--- config.mk ---
export PLATFORM = sky130hd
export DESIGN_NAME = serial_tx_piso
export DESIGN_NICKNAME = d
export VERILOG_FILES = /design/src/rtl/serial_tx_piso.sv
export SDC_FILE = /design/constraint.sdc
export NUM_CORES = 1
export LEC_CHECK = 0
export BUFFER_PORTS_ARGS = -buffer_cell sky130_fd_sc_hd__buf_4
export CELL_PAD_IN_SITES_DETAIL_PLACEMENT = 1
export CELL_PAD_IN_SITES_GLOBAL_PLACEMENT = 1
export CORE_MARGIN = 4
export CORE_UTILIZATION = 41
export DETAILED_ROUTE_END_ITERATION = 6
export HOLD_SLACK_MARGIN = 0.06
export PLACE_DENSITY_LB_ADDON = 0.08
export SLEW_MARGIN = 20
export SYNTH_ARGS = -nofsm -noshare
export SYNTH_HDL_FRONTEND = slang
export SYNTH_SLANG_ARGS = --single-unit
--- constraint.sdc ---
create_clock -name clk -period 2.35 [get_ports clk]
set_input_delay 0.235 -clock clk [delete_from_list [all_inputs] [get_ports clk]]
set_output_delay 0.235 -clock clk [all_outputs]
set_load 0.01 [all_outputs]
--- src/rtl/serial_tx_piso.sv ---
// serial_tx_piso: framed PISO transmitter (start, WIDTH data bits LSB-first, stop).
// Optional even parity bit between data and stop when PARITY_EN is defined.
module serial_tx_piso #(
   parameter int WIDTH      = 8,
   parameter int BIT_CYCLES = 4
) (
   input  logic             clk,
   input  logic             reset,
   input  logic [WIDTH-1:0] data_in,
   input  logic             load_valid,
   output logic             load_ready,
   output logic             tx_out,
   output logic             busy,
   output logic             done
);
   localparam int CW = BIT_CYCLES > 1 ? $clog2(BIT_CYCLES) : 1;
   localparam int BW = WIDTH > 1 ? $clog2(WIDTH) : 1;
   localparam logic [CW-1:0] CYC_LAST = CW'(BIT_CYCLES - 1);
   localparam logic [BW-1:0] BIT_LAST = BW'(WIDTH - 1);
   typedef enum logic [2:0] {
      IDLE,
      START,
      DATA,
`ifdef PARITY_EN
      PARITY,
`endif
      STOP
   } state_t;
   state_t           state;
   logic [WIDTH-1:0] sh;
   logic [WIDTH-1:0] sh_n;
   logic [CW-1:0]    cyc;
   logic [BW-1:0]    bit_cnt;
   logic             bit_end;
`ifdef PARITY_EN
   logic             par;
`endif
   assign sh_n    = sh >> 1;
   assign bit_end = cyc == CYC_LAST;
   // frame sequencer: every bit state lasts BIT_CYCLES clocks; all outputs registered
   always_ff @(posedge clk) begin
      if (!reset) begin
         state      <= IDLE;
         tx_out     <= 1'b1;
         busy       <= 1'b0;
         done       <= 1'b0;
         load_ready <= 1'b1;
         sh         <= '0;
         cyc        <= '0;
         bit_cnt    <= '0;
`ifdef PARITY_EN
         par        <= 1'b0;
`endif
      end else begin
         done <= 1'b0;
         cyc  <= (state == IDLE || bit_end) ? '0 : cyc + 1'b1;
         case (state)
            IDLE: if (load_valid) begin
               sh         <= data_in;
               bit_cnt    <= '0;
               state      <= START;
               tx_out     <= 1'b0;
               busy       <= 1'b1;
               load_ready <= 1'b0;
`ifdef PARITY_EN
               par        <= ^data_in;
`endif
            end
            START: if (bit_end) begin
               state  <= DATA;
               tx_out <= sh[0];
            end
            DATA: if (bit_end) begin
               if (bit_cnt == BIT_LAST) begin
`ifdef PARITY_EN
                  state  <= PARITY;
                  tx_out <= par;
`else
                  state  <= STOP;
                  tx_out <= 1'b1;
`endif
               end else begin
                  bit_cnt <= bit_cnt + 1'b1;
                  sh      <= sh_n;
                  tx_out  <= sh_n[0];
               end
            end
`ifdef PARITY_EN
            PARITY: if (bit_end) begin
               state  <= STOP;
               tx_out <= 1'b1;
            end
`endif
            STOP: if (bit_end) begin
               state      <= IDLE;
               busy       <= 1'b0;
               load_ready <= 1'b1;
               done       <= 1'b1;
            end
            default: state <= IDLE;
         endcase
      end
   end
endmodule
---- After elaboration in Yosys (flattened, before gate mapping) ----
Index checks and enable logic that the tools add are counted.
storage, ports and cells
  bits in registers ....................... 20
  input bits .............................. 11
  word-level logic and storage cells ...... 58
cells by class
  add/sub/neg operators ................... 2
  equality and inequality tests ........... 11
  mux-type cells .......................... 25
  bitwise logic cells ..................... 1
  reduce and logical (&&, ||, !) cells .... 11
operator list
  operator                                                                number
  3-bit 2-to-1 mux                                                        8
  8-bit 2-to-1 mux                                                        3
  8-bit one-hot mux with 2 select lines                                   1
  2-bit inequality test (second input constant)                           6
  3-bit one-hot mux with 4 select lines                                   1
  1-bit 2-to-1 mux                                                        8
  4-bit AND reduction                                                     2
  3-bit by 2-bit equality test with 1-bit output (second input constant)  2
  3-bit one-hot mux with 2 select lines                                   1
  5-bit AND reduction                                                     1
  1-bit one-hot mux with 2 select lines                                   2
  2-bit nonzero test                                                      2
  3-bit by 1-bit adder with 3-bit output (second input constant)          1
  3-bit by 1-bit equality test with 1-bit output (second input constant)  1
  3-bit equality test (second input constant)                             1
  3-bit zero test                                                         1
  1-bit one-hot mux with 3 select lines                                   1
  3-bit AND reduction                                                     1
  3-bit nonzero test                                                      1
  2-bit by 1-bit adder with 2-bit output (second input constant)          1
  2-bit equality test (second input constant)                             1
  2-bit AND reduction                                                     1
  2-bit OR reduction                                                      1
  1-bit logical OR                                                        1
  1-bit inverter                                                          1

---- Longest topological paths before layout ----
  word-level depth ........................ 4
  gate-level depth with buffers ........... 7
  mapped depth without buffers ............ 6

---- Worst setup path after synthesis ----
Ideal clock, no wire load.
  path kind ............................... register to register
  start ................................... register bit_cnt[0]
  end ..................................... register sh[1]
  library setup time ...................... 0.116 ns
  data arrival time ....................... 1.527 ns
  data required time ...................... 2.234 ns
  setup slack ............................. 0.707 ns
  cell stages (with the launch flop) ...... 8
  buffers on the path ..................... 1
  cells stage by stage .................... dfxtp_1 > ha_1 > ha_1 > nand2b_2 > a211oi_2 > buf_4 > nand2_1 > o211a_1
on the way
  cells in the longest elaborated chain, start to end .. 3
RTL lines
  element                                 line  source
  from (decl)                             33    logic [BW-1:0] bit_cnt;
  from (signal assigned)                  83    bit_cnt <= bit_cnt + 1'b1;
  3-bit equality test                     74    if (bit_cnt == BIT_LAST) begin
  2-bit inequality test (no source line)  --
  4-bit AND reduction (no source line)    --
  to (signal assigned)                    59    sh <= data_in;
  to (signal assigned)                    84    sh <= sh_n;
  to (decl)                               30    logic [WIDTH-1:0] sh;
Every way passes these cells.
A chain may end at the register's enable or synchronous reset.

---- Worst setup path in the final report ----
  start ................................... register bit_cnt[0]
  end ..................................... register sh[4]
Same word-level chain as after synthesis.

==> results.json <==
{
  "worst_skew_pair.late_latency_ps": 290,
  "setup_viol": 0,
  "fin_area_um2": 1106,
  "r2r_end": "sh[4]",
  "rsz0062_at_grt": "false",
  "final.setup.tns_ps": 0,
  "num_antenna_cells": 0,
  "grt_max_degree": 14,
  "crit_path_max_fanout": 13,
  "r2r_setup_slack_ps": 540,
  "first_pass_iters": 4,
  "holdBufCountCts": 0,
  "yosysWarnings": 0,
  "initial_utilization_pct": 42.93,
  "grt_pass1_vias": 807,
  "grt_usage_pct": 14.10,
  "post_cts_buffers": 0,
  "start_kind": "flip-flop",
  "maxCapViolCount": 0,
  "nets": 137,
  "skew_ps": 9.590,
  "routed_via_density": 5.345,
  "yosys_most_used_dff": "dfxtp_1",
  "drt_iter0_markers": 4,
  "arrival_ps": 2010,
  "final_util_pct": 50.00,
  "netlist.area_leader.share_pct": 40.05,
  "coreArea_um2": 2212,
  "min_to": "load_ready",
  "power_per_cell_area_nw_per_um2": 1084,
  "required_ps": 2550,
  "syn-cell-area_um2": 949.7,
  "min-delay-start": "reset",
  "cts-buffers-inserted": 3,
  "routed_wl_um": 1983,
  "cts_max_level": 1,
  "instances_no_fill": 145,
  "cts.repair.resized": 0,
  "worstReg2RegStart": "bit_cnt[0]",
  "holdPathStages": 2,
  "power_uw": 1199,
  "cp-end-kind": "flip-flop",
  "period_share_pct": 76.96,
  "io_pins": 15,
  "vias": 775,
  "wl_per_cell_um": 13.68,
  "crit_type": "reg -> reg",
  "synth_commonest_cells": "19 x dfxtp_1, 10 x nor2_1, 9 x nand2_1",
  "area_growth_pct": 16.47,
  "row_count": 17,
  "grt_overflow_total": 0,
  "drc": 0,
  "die_w_um": 56.13,
  "portBuffers": 14,
  "max-slew-margin-rel_pct": 70.72,
  "drive_gt1_share_pct": 21.37,
  "grt_pass1_wl_um": 3560,
  "antenna_found_initial": 0,
  "cts_buffer_depth": 2,
  "dpl_cell_area_um2": 1079,
  "hold_viol": 0,
  "dieArea_um2": 3150,
  "vdd_drop_max_mv": 0.4071,
  "synth_area_leaders": "dfxtp_1 40%, ha_1 11%, mux2i_1 7.4%",
  "ff2ff_path_depth": 7,
  "yosysUniqueCellTypes": 33,
  "leakage_uw": 0.0004827,
  "max_freq_mhz": 552.9,
  "synth-seq-cells": 19,
  "yosys.cell_count.top_type": "dfxtp_1",
  "min_period_ps": 1809,
  "dp_hpwl_um": 1522,
  "die_h_um": 56.13,
  "synth_edf_count": 0,
  "hold_path.class": "in -> reg",
  "clk_pin_slew_ps": 110,
  "cts_sinks": 19,
  "gp_congestion": 0.6717,
  "final_antenna_net_count": 0,
  "syn_avg_cell_area_um2": 9.403,
  "final_max_slew_viol_count": 0,
  "worst_pin_slew_ps": 438.3,
  "synth_nets": 120,
  "cts_tree": "done",
  "place_inst": 141,
  "ys_seq_area_share_pct": 40.05,
  "ys_async_sr_fraction_pct": 0,
  "synth_cells": 101,
  "cts-root-buf": "clkbuf_4",
  "status": "finished, final reports clean",
  "synth_top_area_cell": "dfxtp_1"
}
[flip-flops by register name, summed over array words and instances (netlist names)]
name,flops
cyc,2
bit_cnt,3
load_ready,1
busy,1
done,1
state,2
sh,8
tx_out,1
[cells by family (layout without fill, tap and decap cells)]
logic type / count (synthesis) / count (layout) / synth area share [%]
adder cells (fa/ha/maj): 8 / 8 / 10.54
AO/OA/AOI/OAI: 26 / 26 / 19.89
multiplexers: 7 / 7 / 7.378
AND/OR/NAND/NOR: 34 / 34 / 18.18
buffers and inverters: 7 / 23 / 3.952
flip-flops: 19 / 19 / 40.05
[area by class of cell]
class                      instances  area [µm²]
clock buffer                       3       22.52
clock inverter                     1       5.005
fill                             283        1106
inverter                           3       11.26
multi-input combinational         75       531.8
sequential                        19       380.4
tap                               28       35.03
timing repair buffer              16       120.1
[critical path, stage by stage (launching register included)]
cell      delay [ps]
dfxtp_1          340
ha_1             200
ha_1             220
nand2b_2         230
a211oi_2         230
buf_4            220
nor2_1            60
a211oi_1         210
[layout by cell type, fill, tap and decap left out, drive strengths merged]
master	synthesis	layout
a211o	1	1
a211oi	4	4
a21oi	6	6
a22oi	2	2
and2b	1	1
and3	1	1
buf	3	16
clkbuf	1	3
clkinv	1	2
dfxtp	19	19
ha	8	8
inv	2	2
mux2i	7	7
nand2	9	9
nand2b	4	4
nand3	2	2
nor2	11	11
nor2b	1	1
nor3b	2	2
nor4	1	1
nor4b	1	1
o2111ai	1	1
o211a	3	3
o21ai	6	6
o22ai	1	1
o311ai	1	1
o41ai	1	1
or2b	1	1
[where the power goes]
group | leakage, µW | total [µW] | switching [µW] | internal (µW)
clock | 0.0000177 | 161 | 97.5 | 63.2
combinational | 0.000308 | 568 | 322 | 245
sequential | 0.000157 | 471 | 58.7 | 412
[metal layers]
metal,GRT usage (%),part of all wire (%),up-vias
met5,0,0,-
met4,4.068,0,0
met3,2.320,3.8,0
met2,24.71,49,12
met1,17.52,47,368
li1,-,-,395
[through the flow]
step / hold slack, ps / setup slack, ps
floorplan: 394.2 / 706.9
global placement: 418.0 / 641.6
detailed placement: 439.1 / 555.2
CTS: 202.4 / 517.5
global route: 201.9 / 391.3
finish: 208.9 / 541.3
[worst max path at each step]
stage | endpoint | cells past startpoint | startpoint
after floorplan | sh[1] | 7 | bit_cnt[0]
after global placement | sh[6] | 7 | bit_cnt[0]
after detailed placement | sh[4] | 7 | bit_cnt[0]
after CTS | sh[4] | 7 | bit_cnt[0]
after global routing | sh[4] | 7 | state[0]
final | sh[4] | 7 | bit_cnt[0]
No activity file was read; power rests on OpenSTA's default activity.
